File: src/rtl/fpnew_pkg.sv
// -----------------------------------------------------------------------------
// fpnew_pkg
//   Shared floating-point definitions for this slice of the FPU datapath:
//   format encoding, status flag layout, width helpers and the result-packer
//   FSM state type.
//   No ports (package).
// -----------------------------------------------------------------------------
package fpnew_pkg;

    typedef enum logic [2:0] {
        FP32    = 3'd0,
        FP64    = 3'd1,
        FP16    = 3'd2,
        FP8     = 3'd3,
        FP16ALT = 3'd4,
        FP8ALT  = 3'd5
    } fp_format_e;

    // IEEE exception flags, NX in bit 0.
    typedef struct packed {
        logic NV;
        logic DZ;
        logic OF;
        logic UF;
        logic NX;
    } status_t;

    // Result packer: IDLE = no partial word held, FILL = at least one slot used.
    typedef enum logic {
        IDLE,
        FILL
    } packer_state_e;

    // Width in bits of one element of the given format (0 for unused codes).
    function automatic int unsigned fp_width(fp_format_e fmt);
        case (fmt)
            FP32:            return 32;
            FP64:            return 64;
            FP16, FP16ALT:   return 16;
            FP8, FP8ALT:     return 8;
            default:         return 0;
        endcase
    endfunction

    // log2 of the element width in bytes; lets slot arithmetic use shifts.
    function automatic logic [1:0] fp_byte_shift(fp_format_e fmt);
        case (fmt)
            FP32:            return 2'd2;
            FP64:            return 2'd3;
            FP16, FP16ALT:   return 2'd1;
            default:         return 2'd0;
        endcase
    endfunction

endpackage

File: src/rtl/fpnew_sdotp_result_packer.sv
// -----------------------------------------------------------------------------
// fpnew_sdotp_result_packer
//   Packs a stream of single dst-format results into LaneWidth-wide words.
//   Unused upper slots are NaN-boxed (all ones); status flags and extension
//   bits are OR-merged per word; tag/aux follow the last element of the word.
//
//   Ports
//     clk_i, rst_i          clock, synchronous active-high reset
//     result_i, dst_fmt_i   element (bits [W-1:0]) and its format
//     status_i              element exception flags
//     extension_bit_i       element extension bit
//     tag_i, aux_i          element side-band, carried through
//     last_i                element closes the current word
//     in_valid_i/in_ready_o element handshake
//     flush_i               synchronous discard of all state
//     result_o, count_o     packed word and number of filled slots
//     status_o              OR of element flags in the word
//     extension_bit_o       OR of element extension bits in the word
//     tag_o, aux_o          side-band of the last element in the word
//     out_valid_o/out_ready_i word handshake
//     busy_o                partial word held or output word pending
//
//   Handshake: a transfer happens on a rising edge where valid && ready.
//   A producer holds valid and its payload stable until that edge; ready may
//   depend combinationally on valid and the payload, never the other way round.
// -----------------------------------------------------------------------------
module fpnew_sdotp_result_packer
    import fpnew_pkg::*;
#(
    parameter int unsigned LaneWidth = 64,
    parameter int unsigned ResWidth  = 32,
    parameter type         TagType   = logic,
    parameter type         AuxType   = logic,
    localparam int unsigned CountWidth = $clog2(LaneWidth/8) + 1
) (
    input  logic                  clk_i,
    input  logic                  rst_i,
    input  logic [ResWidth-1:0]   result_i,
    input  fp_format_e            dst_fmt_i,
    input  status_t               status_i,
    input  logic                  extension_bit_i,
    input  TagType                tag_i,
    input  AuxType                aux_i,
    input  logic                  last_i,
    input  logic                  in_valid_i,
    output logic                  in_ready_o,
    input  logic                  flush_i,
    output logic [LaneWidth-1:0]  result_o,
    output logic [CountWidth-1:0] count_o,
    output status_t               status_o,
    output logic                  extension_bit_o,
    output TagType                tag_o,
    output AuxType                aux_o,
    output logic                  out_valid_o,
    input  logic                  out_ready_i,
    output logic                  busy_o
);

    localparam int unsigned NumBytes     = LaneWidth / 8;
    localparam int unsigned ResBytes     = ResWidth / 8;
    localparam int unsigned IdxW         = $clog2(NumBytes);
    localparam int unsigned MaxElemWidth = (ResWidth < LaneWidth) ? ResWidth : LaneWidth;

    // ---------------- state ----------------
    packer_state_e          state_q, state_d;
    logic [LaneWidth-1:0]   acc_q;
    logic [CountWidth-1:0]  slot_q;
    fp_format_e             cur_fmt_q;
    status_t                status_acc_q;
    logic                   ext_acc_q;
    TagType                 tag_q;
    AuxType                 aux_q;

    logic                   out_valid_q;
    logic [LaneWidth-1:0]   result_q;
    logic [CountWidth-1:0]  count_q;
    status_t                status_q;
    logic                   ext_q;
    TagType                 tag_out_q;
    AuxType                 aux_out_q;

    // ---------------- control ----------------
    logic                   out_free;
    logic                   fmt_mismatch;
    fp_format_e             pack_fmt;
    logic [1:0]             elem_shift;
    logic [CountWidth-1:0]  num_slots;
    logic                   completes;
    logic                   in_ready;
    logic                   accept;
    logic                   close_partial;
    logic [CountWidth-1:0]  fill_count;
    logic [IdxW-1:0]        sub_mask;

    always_comb begin
        out_free     = !out_valid_q || out_ready_i;
        fmt_mismatch = (state_q == FILL) && in_valid_i && (dst_fmt_i != cur_fmt_q);
        // While a word is being filled the slot geometry is fixed by its format;
        // an accepted element in FILL always matches it.
        pack_fmt     = (state_q == FILL) ? cur_fmt_q : dst_fmt_i;
        elem_shift   = fp_byte_shift(pack_fmt);
        num_slots    = CountWidth'(NumBytes) >> elem_shift;
        completes    = last_i || (slot_q == num_slots - CountWidth'(1));
        in_ready     = !rst_i && !flush_i && !fmt_mismatch && (!completes || out_free);
        accept       = in_valid_i && in_ready;
        // A format change seals the partial word as-is; the new element waits a cycle.
        close_partial = fmt_mismatch && out_free && !rst_i && !flush_i;
        // Slots at or above this index are boxed in the outgoing word.
        fill_count   = fmt_mismatch ? slot_q : slot_q + CountWidth'(1);
        sub_mask     = IdxW'((32'd1 << elem_shift) - 32'd1);
    end

    always_comb begin
        state_d = state_q;
        if (close_partial) begin
            state_d = IDLE;
        end else if (accept) begin
            state_d = completes ? IDLE : FILL;
        end
        if (rst_i || flush_i) begin
            state_d = IDLE;
        end
    end

    // ---------------- slot insert and NaN-boxing, per byte ----------------
    logic [7:0]           res_bytes [NumBytes];
    logic [LaneWidth-1:0] ins_word;
    logic [LaneWidth-1:0] packed_word;

    for (genvar k = 0; k < NumBytes; k++) begin : g_res
        if (k < ResBytes) begin : g_in
            assign res_bytes[k] = result_i[k*8 +: 8];
        end else begin : g_pad
            assign res_bytes[k] = 8'h00;
        end
    end

    for (genvar b = 0; b < NumBytes; b++) begin : g_byte
        logic [CountWidth-1:0] b_slot;  // slot this byte belongs to
        logic [IdxW-1:0]       b_sub;   // byte position inside that slot
        assign b_slot = CountWidth'(b) >> elem_shift;
        assign b_sub  = IdxW'(b) & sub_mask;
        assign ins_word[b*8 +: 8]    = (b_slot == slot_q) ? res_bytes[b_sub] : acc_q[b*8 +: 8];
        assign packed_word[b*8 +: 8] = (b_slot >= fill_count) ? 8'hFF : ins_word[b*8 +: 8];
    end

    // ---------------- registers ----------------
    always_ff @(posedge clk_i) begin
        if (rst_i || flush_i) begin
            state_q      <= IDLE;
            acc_q        <= '0;
            slot_q       <= '0;
            cur_fmt_q    <= FP32;
            status_acc_q <= '0;
            ext_acc_q    <= 1'b0;
            tag_q        <= '0;
            aux_q        <= '0;
            out_valid_q  <= 1'b0;
            result_q     <= '1;
            count_q      <= '0;
            status_q     <= '0;
            ext_q        <= 1'b0;
            tag_out_q    <= '0;
            aux_out_q    <= '0;
        end else begin
            state_q <= state_d;
            if (out_valid_q && out_ready_i) begin
                out_valid_q <= 1'b0;
            end
            if (close_partial) begin
                out_valid_q  <= 1'b1;
                result_q     <= packed_word;
                count_q      <= slot_q;
                status_q     <= status_acc_q;
                ext_q        <= ext_acc_q;
                tag_out_q    <= tag_q;
                aux_out_q    <= aux_q;
                slot_q       <= '0;
                status_acc_q <= '0;
                ext_acc_q    <= 1'b0;
            end else if (accept) begin
                if (completes) begin
                    out_valid_q  <= 1'b1;
                    result_q     <= packed_word;
                    count_q      <= slot_q + CountWidth'(1);
                    status_q     <= status_t'(status_acc_q | status_i);
                    ext_q        <= ext_acc_q | extension_bit_i;
                    tag_out_q    <= tag_i;
                    aux_out_q    <= aux_i;
                    slot_q       <= '0;
                    status_acc_q <= '0;
                    ext_acc_q    <= 1'b0;
                end else begin
                    acc_q        <= ins_word;
                    slot_q       <= slot_q + CountWidth'(1);
                    status_acc_q <= status_t'(status_acc_q | status_i);
                    ext_acc_q    <= ext_acc_q | extension_bit_i;
                    tag_q        <= tag_i;
                    aux_q        <= aux_i;
                    cur_fmt_q    <= dst_fmt_i;
                end
            end
        end
    end

    // ---------------- outputs ----------------
    assign in_ready_o      = in_ready;
    assign result_o        = result_q;
    assign count_o         = count_q;
    assign status_o        = status_q;
    assign extension_bit_o = ext_q;
    assign tag_o           = tag_out_q;
    assign aux_o           = aux_out_q;
    assign out_valid_o     = out_valid_q;
    assign busy_o          = (state_q == FILL) || out_valid_q;

    // ---------------- design-error checks ----------------
    fmt_legal_a: assert property (@(posedge clk_i) disable iff (rst_i || flush_i)
        in_valid_i |-> (fp_width(dst_fmt_i) != 0 && fp_width(dst_fmt_i) <= MaxElemWidth));

    slot_range_a: assert property (@(posedge clk_i) disable iff (rst_i)
        (state_q == FILL) |->
            (slot_q != '0 && slot_q < (CountWidth'(NumBytes) >> fp_byte_shift(cur_fmt_q))));

endmodule

File: config.mk
export PLATFORM = sky130hd
export DESIGN_NAME = fpnew_sdotp_result_packer
export DESIGN_NICKNAME = d
export VERILOG_FILES = /design/src/rtl/fpnew_pkg.sv /design/src/rtl/fpnew_sdotp_result_packer.sv
export SDC_FILE = /design/constraint.sdc
export NUM_CORES = 1
export LEC_CHECK = 0
export BUFFER_PORTS_ARGS = -buffer_cell sky130_fd_sc_hd__clkbuf_2
export CAP_MARGIN = 25
export CORE_AREA = 2 2 161 163
export DETAILED_ROUTE_END_ITERATION = 12
export DIE_AREA = 0 0 163 165
export MAX_ROUTING_LAYER = met4
export PLACE_DENSITY = 0.46
export SLEW_MARGIN = 20
export SYNTH_ARGS = -nofsm -noshare
export SYNTH_HDL_FRONTEND = slang
export SYNTH_SLANG_ARGS = --single-unit
File: constraint.sdc
create_clock -name clk_i -period 3.09 [get_ports clk_i]
set_clock_uncertainty 0.2 [all_clocks]
set_input_delay 0 -clock clk_i [delete_from_list [all_inputs] [get_ports clk_i]]
set_output_delay 0 -clock clk_i [all_outputs]
set_load 0.1 [all_outputs]
Word level (Yosys, flattened, before mapping):

Index checks and enable logic that the tools add are counted.

* output and inout bits: 79
* bits in registers: 157
* logic and storage cells: 168

* $add $sub $neg: 3
* multiplexer cells: 66
* reduce and logical (&&, ||, !) cells: 27
* order comparisons: 15
* bitwise gates (word level): 11
* shift-type cells: 10
* equal/unequal tests: 13

Operators by type and width (number)
* $mux 8: 30
* $mux 64: 3
* $bmux 8 s3: 7
* $eq 4x4->1: 9
* $ge 4x4->1: 8
* $ge 4x4->1 const B: 7
* $mux 4: 5
* $mux 5: 4
* $not 3->4: 4
* $shr 3x2->4 const A: 4
* $mux 1: 15
* $logic_and 1x1->1: 10
* $not 2->4: 2
* $shr 1x2->4 const A: 2
* $shr 2x2->4 const A: 2
* $pmux 2 s3: 1
* $logic_not 1->1: 5
* $logic_or 1x1->1: 5
* $or 5x5->5: 1
* $add 4x1->4 const B: 1
* $not 1->4: 1
* $reduce_bool 2->1: 2
* $reduce_or 2->1: 2
* $shr 4x2->4 const A: 1
* other kinds (13): 14

Depth between registers and ports, before layout:

* depth after elaboration: 15
* depth in mapped cells: 14
* mapped depth without buffers: 13

Worst setup path before layout:

Ideal clock, no wire load.

* kind: register to output
* from: register cur_fmt_q[1]
* to: output in_ready_o
* data required time: 2.890 ns
* path slack: -1.050 ns
* arrival: 3.940 ns
* cell stages (with the launch flop): 8
* buffers on the path: 0
* cells stage by stage: dfxtp_1 xnor2_1 o221a_2 or2_2 ha_1 xnor3_1 o41ai_4 a211oi_1

* cells in the longest elaborated chain, start to end: 11

RTL lines
* start: declaration: line fpnew_sdotp_result_packer.sv:68 `fp_format_e cur_fmt_q;`
* start signal: assignment: line fpnew_sdotp_result_packer.sv:200 `cur_fmt_q <= dst_fmt_i;`
* $mux 3: line fpnew_sdotp_result_packer.sv:100 `pack_fmt = (state_q == FILL) ? cur_fmt_q : dst_fmt_i;`
* $eq 3x2->1 or $eq 3x3->1 (tied branches): line fpnew_pkg.sv:47 `case (fmt)`
* $reduce_or 2->1: line fpnew_pkg.sv:47
* $pmux 2 s3: line fpnew_pkg.sv:47
* $shr 4x2->4: line fpnew_sdotp_result_packer.sv:102 `num_slots = CountWidth'(NumBytes) >> elem_shift;`
* $sub 4x1->4: line fpnew_sdotp_result_packer.sv:103 `completes = last_i || (slot_q == num_slots - CountWidth'(1));`
* $eq 4x4->1: line fpnew_sdotp_result_packer.sv:103
* $logic_or 1x1->1: line fpnew_sdotp_result_packer.sv:103
* $logic_not 1->1: line fpnew_sdotp_result_packer.sv:104 `in_ready = !rst_i && !flush_i && !fmt_mismatch && (!completes || out_free);`
* $logic_or 1x1->1: line fpnew_sdotp_result_packer.sv:104
* $logic_and 1x1->1 *: line fpnew_sdotp_result_packer.sv:104
* end: declaration: line fpnew_sdotp_result_packer.sv:46 `output logic in_ready_o,`

Mark *: on every way between the ends. The rest lies on a longest branch, timed or not.

Worst setup path after layout:

* from: register cur_fmt_q[0]
* to: register result_q[6], in the netlist result_o[6]

* cells in the longest elaborated chain, start to end: 14

RTL lines
* $mux 3: line fpnew_sdotp_result_packer.sv:100
* $eq 3x2->1 or $eq 3x3->1 (tied branches): line fpnew_pkg.sv:47
* $reduce_or 2->1: line fpnew_pkg.sv:47
* $pmux 2 s3: line fpnew_pkg.sv:47
* $shr 4x2->4: line fpnew_sdotp_result_packer.sv:102
* $sub 4x1->4: line fpnew_sdotp_result_packer.sv:103
* $eq 4x4->1: line fpnew_sdotp_result_packer.sv:103
* $logic_or 1x1->1: line fpnew_sdotp_result_packer.sv:103
* $logic_not 1->1: line fpnew_sdotp_result_packer.sv:104
* $logic_or 1x1->1: line fpnew_sdotp_result_packer.sv:104
* $logic_and 1x1->1: line fpnew_sdotp_result_packer.sv:104
* $logic_and 1x1->1: line fpnew_sdotp_result_packer.sv:105 `accept = in_valid_i && in_ready;`
* $reduce_bool 2->1 (no line)
* $reduce_and 2->1 (no line)
* end signal: assignment: line fpnew_sdotp_result_packer.sv:172 `result_q <= packed_word;`
* end signal: assignment: line fpnew_sdotp_result_packer.sv:184 `result_q <= packed_word;`
* end: declaration: line fpnew_sdotp_result_packer.sv:75 `logic [LaneWidth-1:0] result_q;`

Parallel ways exist; a longest one is shown, timed or not. The select of a mux whose other input is x is not followed.
A chain may end at the register's enable or synchronous reset.

==> results.md <==
- Async S/R FF share, synth: 0%
- Min-Delay Startpoint: result_i[26]
- DP Worst Slack: -0.3036 ns
- Clock Sinks: 157
- NumNets Final: 1,100
- Syn avg cell area: 9.702 um^2
- WL final: 25.36 mm
- CP arrival: 3.34 ns
- Hpwl dp: 17.01 mm
- Clock latency at the later pin of the worst-skew pair: 0.42 ns
- Die area: 0.02690 mm^2
- Pwr Density: 467.3 mW/mm^2
- Net count after synthesis: 832
- DRC Markers: 0
- Synth Register Bits: 157
- R2R setup slack: -0.13 ns
- CTS clk-pin slew, worst paths: 0.07 ns
- CP Capture Point: result_o[6]
- Final period utilization: 104.3%
- Register area share after synthesis: 42.40%
- Antenna fix cells: 0
- Count leader, synth: dfxtp_1
- RR Endpoint: result_o[6]
- Vias in the first global route: 6,623
- Final Setup Violations: 77
- Vias: 6,764
- CTS H-tree lvls: 4
- Area Growth Syn to Fin: 53.11%
- Ys Warns: 0
- Crit path cell chain: xnor2_1 -> o221a_2 -> or2_4 -> ha_4 -> xnor3_1 -> o41ai_4 -> nor3b_4 -> buf_6 -> buf_6 -> a21oi_4 -> a311oi_4 -> buf_6 -> a2bb2oi_1
- Clock root buffer: clkbuf_16
- Reg2reg start: cur_fmt_q[0]
- Pleak: 0.004386 uW
- Synth area leaders: dfxtp_1 (42%), mux2i_1 (11%), a2bb2oi_1 (7.4%)
- TritonCTS buffer count: 17
- Gpl congestion: 0.8256
- Largest net degree at the start of global routing: 84
- Worst-Margin Slew: 1.021 ns
- Initial antenna violation count: 0
- GR Overflow Total: 0
- Via density per instance: 4.919
- CTS Buffer Depth: 2
- Worst Setup End Kind: flop
- CTS tree: done
- Die Wd: 163 um
- Worst Path Buf+Inv: 3
- Synthesized area: 0.007412 mm^2
- Post-synth cell types: 52
- Ports: 128
- Fillers: 2,403
- Number of synthesized flops with an enable pin: 0
- Slowest cell on the critical path: xnor3_1
- Total power: 5303 uW
- Post-synth top cells: dfxtp_1 (157), nor2_1 (99), mux2i_1 (85)
- Cell count along the critical path: 13
- Core Util, Final: 45.33%
- Wire per inst: 18.44 um
- Worst EP required: 3.20 ns
- Max-Cap Viols: 0
- Startpoint types: flop
- Crit-path leading delay family: compound AO/OA/AOI/OAI gates
- All-Layer GR Usage: 18.87%
- Post-synth top area share: 42.40%
- Final setup margin: -0.1334 ns
- Iteration-0 DRC Markers: 339
- Rel. slew slack: 31.95%
- Reg2Reg Depth: 13
- Port bufs: 127
- CP startpoint: cur_fmt_q[0]
- Initial Util: 29.61%
- Fmax: 0.3102 GHz
- Core ar.: 0.02504 mm^2
- Final Cell Area: 0.01135 mm^2
- Setup tns final: -5.476 ns
- WS Path Type: flop to flop
- Post-layout minimum cycle time: 3.223 ns
- Post-Syn Instances: 764
- Count of final max-slew check failures: 0
- Post-synth top area cell: dfxtp_1
- Maximum vdd drop: 0.2720 mV
- Worst Path Max Fanout: 8
- Top FF cell, synth: dfxtp_1
- Violated checks: negative setup slack
- Post-Place Cell Area: 0.009399 mm^2
- Drt first pass iters: 5
- Outcome: complete, but fails checks
- Final ANT Viol Nets: 0
- Ratio of cells with drive above 1 in the final layout: 40.96%
- Row Count: 58
- Most frequent CP cell: buf_6
- Final Hold Vio Count: 0
- Die Span Y: 165 um
- Type of the most critical hold path: input port to flop
- First-pass GRT wire length: 37.67 mm
- RSZ-0062 raised after global routing: true
- Max stage delay on crit path: 0.36 ns
-- tightest hold or removal path: stages --
cell and delay (ns):
clkbuf_2 0.09, mux4_2 0.27, buf_4 0.12, mux2i_1 0.07
nor2_1 0.07
-- how the worst min path moves through the flow --
| stage | end | slack [ns] | depth (start not counted) |
|---|---|---|---|
| after floorplan | cur_fmt_q[1] | -0.07 | 2 |
| after global placement | tag_q | 0.06 | 3 |
| after detailed placement | status_acc_q[1] | 0.07 | 3 |
| after CTS | acc_q[26] | 0.01 | 5 |
| after global routing | cur_fmt_q[1] | 0.05 | 6 |
| final | acc_q[26] | 0.03 | 5 |
-- power by group --
group | switching (uW) | total [uW] | internal, uW
Clock | 923 | 2150 | 1230
Combinational | 596 | 1090 | 495
Sequential | 14.0 | 2060 | 2040
Total | 1530 | 5300 | 3770
-- cell families after synthesis --
family,after synthesis,synth area share [%]
muxes,102,15.28
AOI/OAI and AO/OA,184,18.84
buffers and inverters,56,3.157
adders and majority gates,19,3.207
xor gates and xnor gates,22,2.785
and+or+nand+nor,224,14.33
DFF,157,42.40
-- metal layers --
| metal | up-vias | GRT usage [%] | share of wire, % |
|---|---|---|---|
| li1 | 3333 | - | - |
| met1 | 3267 | 24.84 | 47 |
| met2 | 137 | 30.12 | 48 |
| met3 | 27 | 3.415 | 3.4 |
| met4 | 0 | 4.626 | 1.7 |
| met5 | - | - | 0 |
-- metrics by stage --
step                      cells  hold WS [ns]
after floorplan             764      -0.07155
after global placement     1282       0.06268
after detailed placement   1282       0.06578
after CTS                  1361       0.01258
after global routing       1375       0.04771
final                      1375       0.03395
-- final cells by class --
| class | count | area [um^2] | area share, % |
|---|---|---|---|
| sequential | 157 | 3148 | 27.74 |
| tap | 330 | 412.9 | 3.638 |
| inverter | 11 | 43.79 | 0.3859 |
| multi-input combinational | 551 | 4771 | 42.04 |
| clock buffer | 19 | 442.9 | 3.903 |
| timing repair buffer | 294 | 2377 | 20.95 |
| clock inverter | 13 | 152.6 | 1.345 |
-- cells in the final DEF (no fill, tap or decap), types with 8 or more instances in the layout --
master         instances
inv_1                 10
mux4_2                 8
xnor2_1                8
clkbuf_2             126
buf_6                 14
nor2b_1               26
nor3_1                19
nand2_1               37
a2bb2oi_2             51
buf_12                18
dfxtp_1              153
mux2_2                 9
ha_1                  16
nor2_1                91
clkbuf_16             22
a211oi_1              30
a21oi_1               36
a2bb2oi_1             12
mux2i_1               78
dlygate4sd3_1         42
a211oi_2              13
xor2_1                 9
a21o_1                 8
buf_4                 87
a21oi_4                8
-- repair_timing --
item | 4_1_cts | 5_1_grt
hold endpoints to repair | 72 | 0
setup endpoints to repair | 153 | 154
resized for setup | 33 | 99
hold buffers | 42 | 0
pin swaps | 3 | 32
buffers inserted | 4 | 10
gates cloned | 1 | 6
-- state kept, by name (all words and copies together), names as in the netlist --
signal	count
acc_q	64
aux_o	1
aux_q	1
count_o	4
cur_fmt_q	3
ext_acc_q	1
extension_bit_o	1
out_valid_o	1
result_o	64
slot_q	4
state_q	1
status_acc_q	5
status_o	5
tag_o	1
tag_q	1
No activity file was read; power rests on OpenSTA's default activity.
